File: src/rtl/fetch_if.sv
// Instruction-memory request/response bus between fetch (master) and imem (slave).
interface fetch_if;
  logic        imem_req;
  logic [31:0] imem_addr;
  logic        imem_ack;
  logic [31:0] imem_rdata;

  modport master (
    output imem_req,
    output imem_addr,
    input  imem_ack,
    input  imem_rdata
  );

  modport slave (
    input  imem_req,
    input  imem_addr,
    output imem_ack,
    output imem_rdata
  );
endinterface

File: src/rtl/fetch.sv
// Instruction fetch stage: PC, single-outstanding imem requests, IF/ID register.
// Optional FETCH_MISALIGN_TRAP_EN: misaligned flush targets halt fetch and flag the fault.
module fetch #(
  parameter logic [31:0] RESET_PC = 32'h0000_0000,
  parameter logic [31:0] NOP_INS  = 32'h0000_0013
) (
  input  logic        clk,
  input  logic        rst,
  input  logic        pipe_flush,
  input  logic [31:0] pipe_flush_pc,
  input  logic        data_hazard,
  fetch_if.master     imem,
  output logic [31:0] if_id__ins,
  output logic [31:0] if_id__pc,
  output logic        if_id__data_hazard,
  output logic        if_id__ins_misaligned
);

  typedef enum logic [1:0] {
    S_IDLE  = 2'd0,
    S_FETCH = 2'd1,
    S_DRAIN = 2'd2
  } state_e;

  state_e      state_q, state_d;
  logic [31:0] pc_q, pc_d;
  logic [31:0] drain_addr_q, drain_addr_d;
  logic [31:0] buf_ins_q, buf_ins_d;
  logic [31:0] buf_pc_q, buf_pc_d;
  logic        buf_valid_q, buf_valid_d;
  logic [31:0] ifid_ins_q, ifid_ins_d;
  logic [31:0] ifid_pc_q, ifid_pc_d;
  logic        ifid_hz_q, ifid_hz_d;

  logic        req;
  logic [31:0] addr;
  logic [31:0] flush_tgt;
  logic        halted;

`ifdef FETCH_MISALIGN_TRAP_EN
  logic        halt_q, halt_d;
  logic        mis_q, mis_d;
  logic        flush_bad;

  assign flush_tgt = pipe_flush_pc;
  assign flush_bad = |pipe_flush_pc[1:0];
  assign halted    = halt_q;
  assign if_id__ins_misaligned = mis_q;
`else
  assign flush_tgt = pipe_flush_pc & 32'hFFFF_FFFC;
  assign halted    = 1'b0;
  assign if_id__ins_misaligned = 1'b0;
`endif

  assign req  = (state_q != S_IDLE);
  assign addr = (state_q == S_DRAIN) ? drain_addr_q : pc_q;

  assign imem.imem_req  = req;
  assign imem.imem_addr = addr;

  assign if_id__ins         = ifid_ins_q;
  assign if_id__pc          = ifid_pc_q;
  assign if_id__data_hazard = ifid_hz_q;

  always_comb begin
    state_d      = state_q;
    pc_d         = pc_q;
    drain_addr_d = drain_addr_q;
    buf_ins_d    = buf_ins_q;
    buf_pc_d     = buf_pc_q;
    buf_valid_d  = buf_valid_q;
    ifid_ins_d   = ifid_ins_q;
    ifid_pc_d    = ifid_pc_q;
    ifid_hz_d    = data_hazard & ~pipe_flush;
`ifdef FETCH_MISALIGN_TRAP_EN
    halt_d       = halt_q;
    mis_d        = mis_q;
`endif

    if (pipe_flush) begin
      // Flush wins over stall and ack; an unacked request must be drained so its late ack is not mistaken for the target.
      ifid_ins_d   = NOP_INS;
      ifid_pc_d    = flush_tgt;
      buf_valid_d  = 1'b0;
      pc_d         = flush_tgt;
      drain_addr_d = addr;
`ifdef FETCH_MISALIGN_TRAP_EN
      if (flush_bad) begin
        state_d = S_IDLE;
        halt_d  = 1'b1;
        mis_d   = 1'b1;
      end else begin
        halt_d  = 1'b0;
        mis_d   = 1'b0;
        state_d = (req && !imem.imem_ack) ? S_DRAIN : S_FETCH;
      end
`else
      state_d = (req && !imem.imem_ack) ? S_DRAIN : S_FETCH;
`endif
    end else begin
      unique case (state_q)
        S_IDLE: begin
          if (buf_valid_q) begin
            if (!data_hazard) begin
              ifid_ins_d  = buf_ins_q;
              ifid_pc_d   = buf_pc_q;
              buf_valid_d = 1'b0;
              state_d     = S_FETCH;
            end
          end else if (!halted) begin
            state_d = S_FETCH;
          end
        end
        S_FETCH: begin
          if (data_hazard) begin
            // IF/ID is frozen, so a word arriving now parks in the skid buffer.
            if (imem.imem_ack) begin
              buf_ins_d   = imem.imem_rdata;
              buf_pc_d    = pc_q;
              buf_valid_d = 1'b1;
              pc_d        = pc_q + 32'd4;
              state_d     = S_IDLE;
            end
          end else if (imem.imem_ack) begin
            ifid_ins_d = imem.imem_rdata;
            ifid_pc_d  = pc_q;
            pc_d       = pc_q + 32'd4;
          end else begin
            ifid_ins_d = NOP_INS;
            ifid_pc_d  = pc_q;
          end
        end
        S_DRAIN: begin
          ifid_ins_d = NOP_INS;
          if (imem.imem_ack) begin
            state_d = S_FETCH;
          end
        end
        default: state_d = S_IDLE;
      endcase
    end
  end

  always_ff @(posedge clk) begin
    if (rst) begin
      state_q      <= S_IDLE;
      pc_q         <= RESET_PC;
      drain_addr_q <= RESET_PC;
      buf_ins_q    <= '0;
      buf_pc_q     <= '0;
      buf_valid_q  <= 1'b0;
      ifid_ins_q   <= NOP_INS;
      ifid_pc_q    <= RESET_PC;
      ifid_hz_q    <= 1'b0;
    end else begin
      state_q      <= state_d;
      pc_q         <= pc_d;
      drain_addr_q <= drain_addr_d;
      buf_ins_q    <= buf_ins_d;
      buf_pc_q     <= buf_pc_d;
      buf_valid_q  <= buf_valid_d;
      ifid_ins_q   <= ifid_ins_d;
      ifid_pc_q    <= ifid_pc_d;
      ifid_hz_q    <= ifid_hz_d;
    end
  end

`ifdef FETCH_MISALIGN_TRAP_EN
  always_ff @(posedge clk) begin
    if (rst) begin
      halt_q <= 1'b0;
      mis_q  <= 1'b0;
    end else begin
      halt_q <= halt_d;
      mis_q  <= mis_d;
    end
  end
`endif

endmodule

File: src/flat_wrapper.sv
// flat-port wrapper written by rule: the top's interface ports become plain ports
module fetch_flat 
#(
  parameter logic [31:0] RESET_PC = 32'h0000_0000,
  parameter logic [31:0] NOP_INS  = 32'h0000_0013
)
  (clk, rst, pipe_flush, pipe_flush_pc, data_hazard, if_id__ins, if_id__pc, if_id__data_hazard, if_id__ins_misaligned, imem_imem_req, imem_imem_addr, imem_imem_ack, imem_imem_rdata);
  fetch_if imem_i ();
  input  logic clk;
  input  logic rst;
  input  logic pipe_flush;
  input  logic [31:0] pipe_flush_pc;
  input  logic data_hazard;
  output logic [31:0] if_id__ins;
  output logic [31:0] if_id__pc;
  output logic if_id__data_hazard;
  output logic if_id__ins_misaligned;
  output wire logic [$bits(imem_i.imem_req)-1:0] imem_imem_req;
  output wire logic [$bits(imem_i.imem_addr)-1:0] imem_imem_addr;
  input wire logic [$bits(imem_i.imem_ack)-1:0] imem_imem_ack;
  input wire logic [$bits(imem_i.imem_rdata)-1:0] imem_imem_rdata;
  assign imem_imem_req = imem_i.imem_req;
  assign imem_imem_addr = imem_i.imem_addr;
  assign imem_i.imem_ack = imem_imem_ack;
  assign imem_i.imem_rdata = imem_imem_rdata;
  fetch #(.RESET_PC(RESET_PC), .NOP_INS(NOP_INS)) u_core (.clk(clk), .rst(rst), .pipe_flush(pipe_flush), .pipe_flush_pc(pipe_flush_pc), .data_hazard(data_hazard), .imem(imem_i), .if_id__ins(if_id__ins), .if_id__pc(if_id__pc), .if_id__data_hazard(if_id__data_hazard), .if_id__ins_misaligned(if_id__ins_misaligned));
endmodule
File: config.mk
export PLATFORM = sky130hd
export DESIGN_NAME = fetch_flat
export DESIGN_NICKNAME = d
export VERILOG_FILES = /design/src/rtl/fetch_if.sv /design/src/rtl/fetch.sv /design/src/flat_wrapper.sv
export SDC_FILE = /design/constraint.sdc
export NUM_CORES = 1
export LEC_CHECK = 0
export BUFFER_PORTS_ARGS = -buffer_cell sky130_fd_sc_hd__clkbuf_2
export CAP_MARGIN = 0
export CORE_ASPECT_RATIO = 0.8
export CORE_UTILIZATION = 55
export CTS_CLUSTER_DIAMETER = 60
export CTS_CLUSTER_SIZE = 14
export DETAILED_ROUTE_END_ITERATION = 12
export HOLD_SLACK_MARGIN = 0.06
export PLACE_DENSITY = 0.88
export SYNTH_ARGS = -nofsm -noshare
export SYNTH_HDL_FRONTEND = slang
export SYNTH_SLANG_ARGS = --single-unit
File: constraint.sdc
create_clock -name clk -period 3.3 [get_ports clk]
set_input_delay 0.33 -clock clk [delete_from_list [all_inputs] [get_ports clk]]
set_output_delay 0.33 -clock clk [all_outputs]
set_load 0.1 [all_outputs]
After elaboration in Yosys (flattened, before gate mapping)

Cells that the tools add are included.

Memory bits (read-only): 0
Logic and storage cells: 72
Memories kept: 0
Bits in latches: 0
Bits in registers: 196
Bits in writable memories: 0
Bits of input ports: 69

Order comparisons: 0
$add $sub $neg: 1
Div/mod/pow operators: 0
Multiplexer cells: 27
Equality and inequality tests: 14
Shift operators: 0
$mul: 0
Bitwise gates (word level): 2
Reductions and logical operators: 17

Operators by type and width:

| cell                    | count |
|---|---|
| $mux W32                | 12 |
| $pmux W32 S3            | 1 |
| $pmux W32 S2            | 1 |
| $add A32 B3 Y32 const B | 1 |
| $reduce_and A4 Y1       | 5 |
| $ne A3 B3 Y1 const B    | 5 |
| $mux W2                 | 7 |
| $ne A2 B2 Y1 const B    | 4 |
| $reduce_bool A2 Y1      | 4 |
| $pmux W2 S3             | 1 |
| $reduce_bool A3 Y1      | 2 |
| $mux W1                 | 4 |
| $ne A4 B4 Y1 const B    | 1 |
| $ne A3 B2 Y1 const B    | 1 |
| $reduce_and A3 Y1       | 1 |
| $eq A2 B1 Y1 const B    | 1 |
| $eq A2 B2 Y1 const B    | 1 |
| $logic_not A2 Y1        | 1 |
| $ne A2 B1 Y1 const B    | 1 |
| $pmux W1 S2             | 1 |
| $reduce_and A2 Y1       | 1 |
| $reduce_or A2 Y1        | 1 |
| $and A1 B1 Y1           | 1 |
| $logic_and A1 B1 Y1     | 1 |
| other kinds (2)         | 2 |

Longest topological paths before layout

Depth in word-level cells: 4
Depth in mapped cells: 9
Mapped depth without buffers: 6

Worst setup path after synthesis

OpenSTA, ideal clock, no wires.

Path kind: reg2out
Start point: register u_core.state_q[0]
End point: output imem_imem_addr[0]
Data required time: 2970 ps
Stages on the path, launching flop included: 6
Slack: 1044 ps
Path buffers: 2
Data arrival time: 1926 ps
Cells stage by stage: dfxtp_1 -> inv_1 -> ha_1 -> clkbuf_1 -> buf_1 -> and2_1

Word-level cells in the longest chain between the ends: 2

Ends and longest elaborated chain:

| element                | line               | RTL |
|---|---|---|
| from (decl)            | fetch.sv:25        | `state_e state_q, state_d;` |
| from (signal assigned) | fetch.sv:156       | `state_q <= state_d;` |
| $eq A2 B2 Y1           | fetch.sv:56        | `assign addr = (state_q == S_DRAIN) ? drain_addr_q : pc_q;` |
| $mux W32               | fetch.sv:56        |  |
| to (decl)              | flat_wrapper.sv:19 | `output wire logic [$bits(imem_i.imem_addr)-1:0] imem_imem_addr;` |

Every way passes these cells.

Worst setup path in the final report

Start point: register u_core.state_q[0]
End point: output imem_imem_addr[2]

The elaborated chain is that of the path after synthesis.

==> results.cfg <==
[logic_synthesis]
syn_inst = 1087
ys_types = 49
synth_seq_cells = 190
synth.cell_area_sq_um = 8740
synthesis.area_per_instance_sq_um = 8.04
postSynth.asyncResetShare_pct = 0
synth_warn = 0
yosysSeqAreaShare_pct = 43.5
synth-edff-count = 0
synth_top_flop_cell = sky130_fd_sc_hd__dfxtp_1

[cts]
cts_resized = 0
post_cts_buffers = 0
postCtsHoldBufs = 0
ctsRootBufferMaster = sky130_fd_sc_hd__clkbuf_16
tritoncts_buffer_count = 17
cts_max_level = 4
cts_tree = built
cts_num_sinks = 190
cts_buffer_depth = 2
clock_latency_ps = 440
cts.clk_slew.worst_paths_ps = 70

[sta]
rsz0062_at_grt = false
report.final.setup_viol = 0
fin_setup_tns_ps = 0
finalMaxSlewViolations = 0
period_needed_ps = 2730
maxClockFrequency_mhz = 366
timing.max_slew.rel_slack_pct = 20.8
hold_slack_ps = 123
timing.clock.skew_ps = 17.0
timing.final.hold_violations = 0
post-route-period-util_pct = 82.8
worstMarginPinSlew_ps = 1190

[worst_setup_path]
critPathRequiredTime_ps = 2970
critical_path_class = register to output pin
startpoint_type = register
worst-endpoint-arrival_ps = 2400
worstPathMaxFanout = 19
worst_setup_path_end_kind = output pin

[floorplanning]
placeableCoreArea_sq_um = 15300
rows = 40
floorplan.initialDensity_pct = 57.3
ioPinCount = 168
fp.dieArea_sq_um = 16400
die_w_um = 143
die_height_um = 115

[grt]
wire_length_of_the_first_global_routing_pass_um = 37500
grt_residual_overflow = 0
number_of_antenna_violations_at_the_first_check_in_global_routing = 0
grt_max_degree = 86
grt.total_usage_pct = 29.2
first_global_vias = 7469

[power]
ir_drop_v = 0.000375
leakage_nw = 4.14
power.density_nw_per_um2 = 581
total_power_w = 0.00590

[placement]
dp_hpwl_um = 15300
finalWeightedCongestion = 0.834
port_buffers = 162
placed_area_sq_um = 9550

[outcome]
outcome = finished clean

[layout]
finalCoreUtilization_pct = 66.5
syn2layout_area_growth_pct = 16.2
commonest_non_fill_non_tap_cells_in_the_layout = 267 x sky130_fd_sc_hd__nand2_1, 190 x sky130_fd_sc_hd__dfxtp_1, 161 x sky130_fd_sc_hd__clkbuf_2, 133 x sky130_fd_sc_hd__a21oi_1, 43 x sky130_fd_sc_hd__nor2_1
drive_above_1_share_pct = 21.2
diodes = 0
stdcell_area_sq_um = 10200
layout.cells.most_common = sky130_fd_sc_hd__nand2_1
nNetsFinal = 1259

[min_path]
hold_path.class = input pin to register

[route]
ant_nets = 0
routed_via_density = 5.90
postRouteWirelength_um = 23700
remaining_drc_errors = 0
first_pass_iters = 6
post_drt_wl_per_cell_um = 16.8
first_drt_iteration_drcs = 990
num_vias = 8314

[run]
cap_violations = 0
## cell type report
cell class | count | area, sq um
Clock buffer | 24 | 502
Clock inverter | 8 | 105
Fill cell | 1243 | 5110
Inverter | 10 | 37.5
Multi-Input combinational cell | 784 | 4470
Sequential cell | 190 | 3800
Tap cell | 210 | 263
Timing Repair Buffer | 182 | 976
## worst paths after layout
kind	start	end	slack, ps	depth (start not counted)
setup reg to reg	u_core.state_q[1]	u_core.pc_q[16]	710	7
setup / recovery	u_core.state_q[0]	imem_imem_addr[2]	570	5
hold reg to reg	u_core.if_id__pc[9]	u_core.if_id__pc[9]	450	2
hold / removal	imem_imem_rdata[12]	u_core.buf_ins_q[12]	120	3
## power by group
group / internal [W] / switching [W]
clock: 0.00122 / 0.000892
sequential: 0.00240 / 0.000100
combinational: 0.000295 / 0.00100
total: 0.00391 / 0.00199
## layer usage
layer  global-route usage [%]  share of wire, %
met5                        0                 0
met4                     11.5               2.0
met3                     5.29               7.9
met2                     45.2                46
met1                     40.5                45
## stage by stage
stage	setup slack, ps	std cells
3_3_place_gp	815	1376
2_1_floorplan	1040	1089
3_5_place_dp	748	1376
5_1_grt	494	1408
4_1_cts	564	1408
6_report	568	1408
## logic make-up (layout without fill, tap and decap cells)
kind of cell / after synthesis / after routing / share of synthesized area (%)
and+or+nand+nor: 483 / 483 / 25.2
adders and majority gates: 5 / 5 / 0.716
muxes: 67 / 67 / 8.10
other: 1 / 3 / 0.0429
buffers and inverters: 115 / 224 / 5.73
DFF: 190 / 190 / 43.5
AOI/OAI and AO/OA: 216 / 216 / 15.7
xor gates and xnor gates: 10 / 10 / 1.00
## synth_stat cells (all sizes together), types with 2 or more instances
master | n | share of area [%]
a211o | 3 | 0.30
a211oi | 2 | 0.17
a21oi | 133 | 7.6
a221oi | 29 | 2.9
a311oi | 6 | 0.60
a31oi | 6 | 0.43
and2 | 4 | 0.29
and3 | 14 | 1.0
and4 | 6 | 0.60
buf | 36 | 2.3
clkbuf | 69 | 3.0
dfxtp | 190 | 44
ha | 5 | 0.72
inv | 10 | 0.43
mux2 | 30 | 3.9
mux2i | 37 | 4.2
nand2 | 267 | 11
nand2b | 34 | 2.4
nand3 | 41 | 2.4
nand4 | 11 | 1.1
nor2 | 45 | 1.9
nor2b | 5 | 0.36
nor3 | 37 | 2.2
nor4 | 11 | 0.79
o211a | 6 | 0.69
o21ai | 5 | 0.29
o311a | 8 | 0.92
o31a | 8 | 0.80
o31ai | 3 | 0.26
or3 | 4 | 0.29
or4 | 2 | 0.17
xnor2 | 10 | 1.0
## registers in the layout, indices dropped and copies added (netlist names)
signal / cells
u_core.if_id__pc: 30
u_core.if_id__data_hazard: 1
u_core.buf_ins_q: 32
u_core.state_q: 2
u_core.if_id__ins: 32
u_core.buf_valid_q: 1
u_core.pc_q: 30
u_core.drain_addr_q: 32
u_core.buf_pc_q: 30
## worst max-delay path, stage by stage (launching register included)
cell,delay [ps]
sky130_fd_sc_hd__dfxtp_1,330
sky130_fd_sc_hd__inv_1,100
sky130_fd_sc_hd__ha_2,530
sky130_fd_sc_hd__buf_12,250
sky130_fd_sc_hd__mux2_2,380
sky130_fd_sc_hd__clkbuf_2,380
No activity file was read; power rests on OpenSTA's default activity.
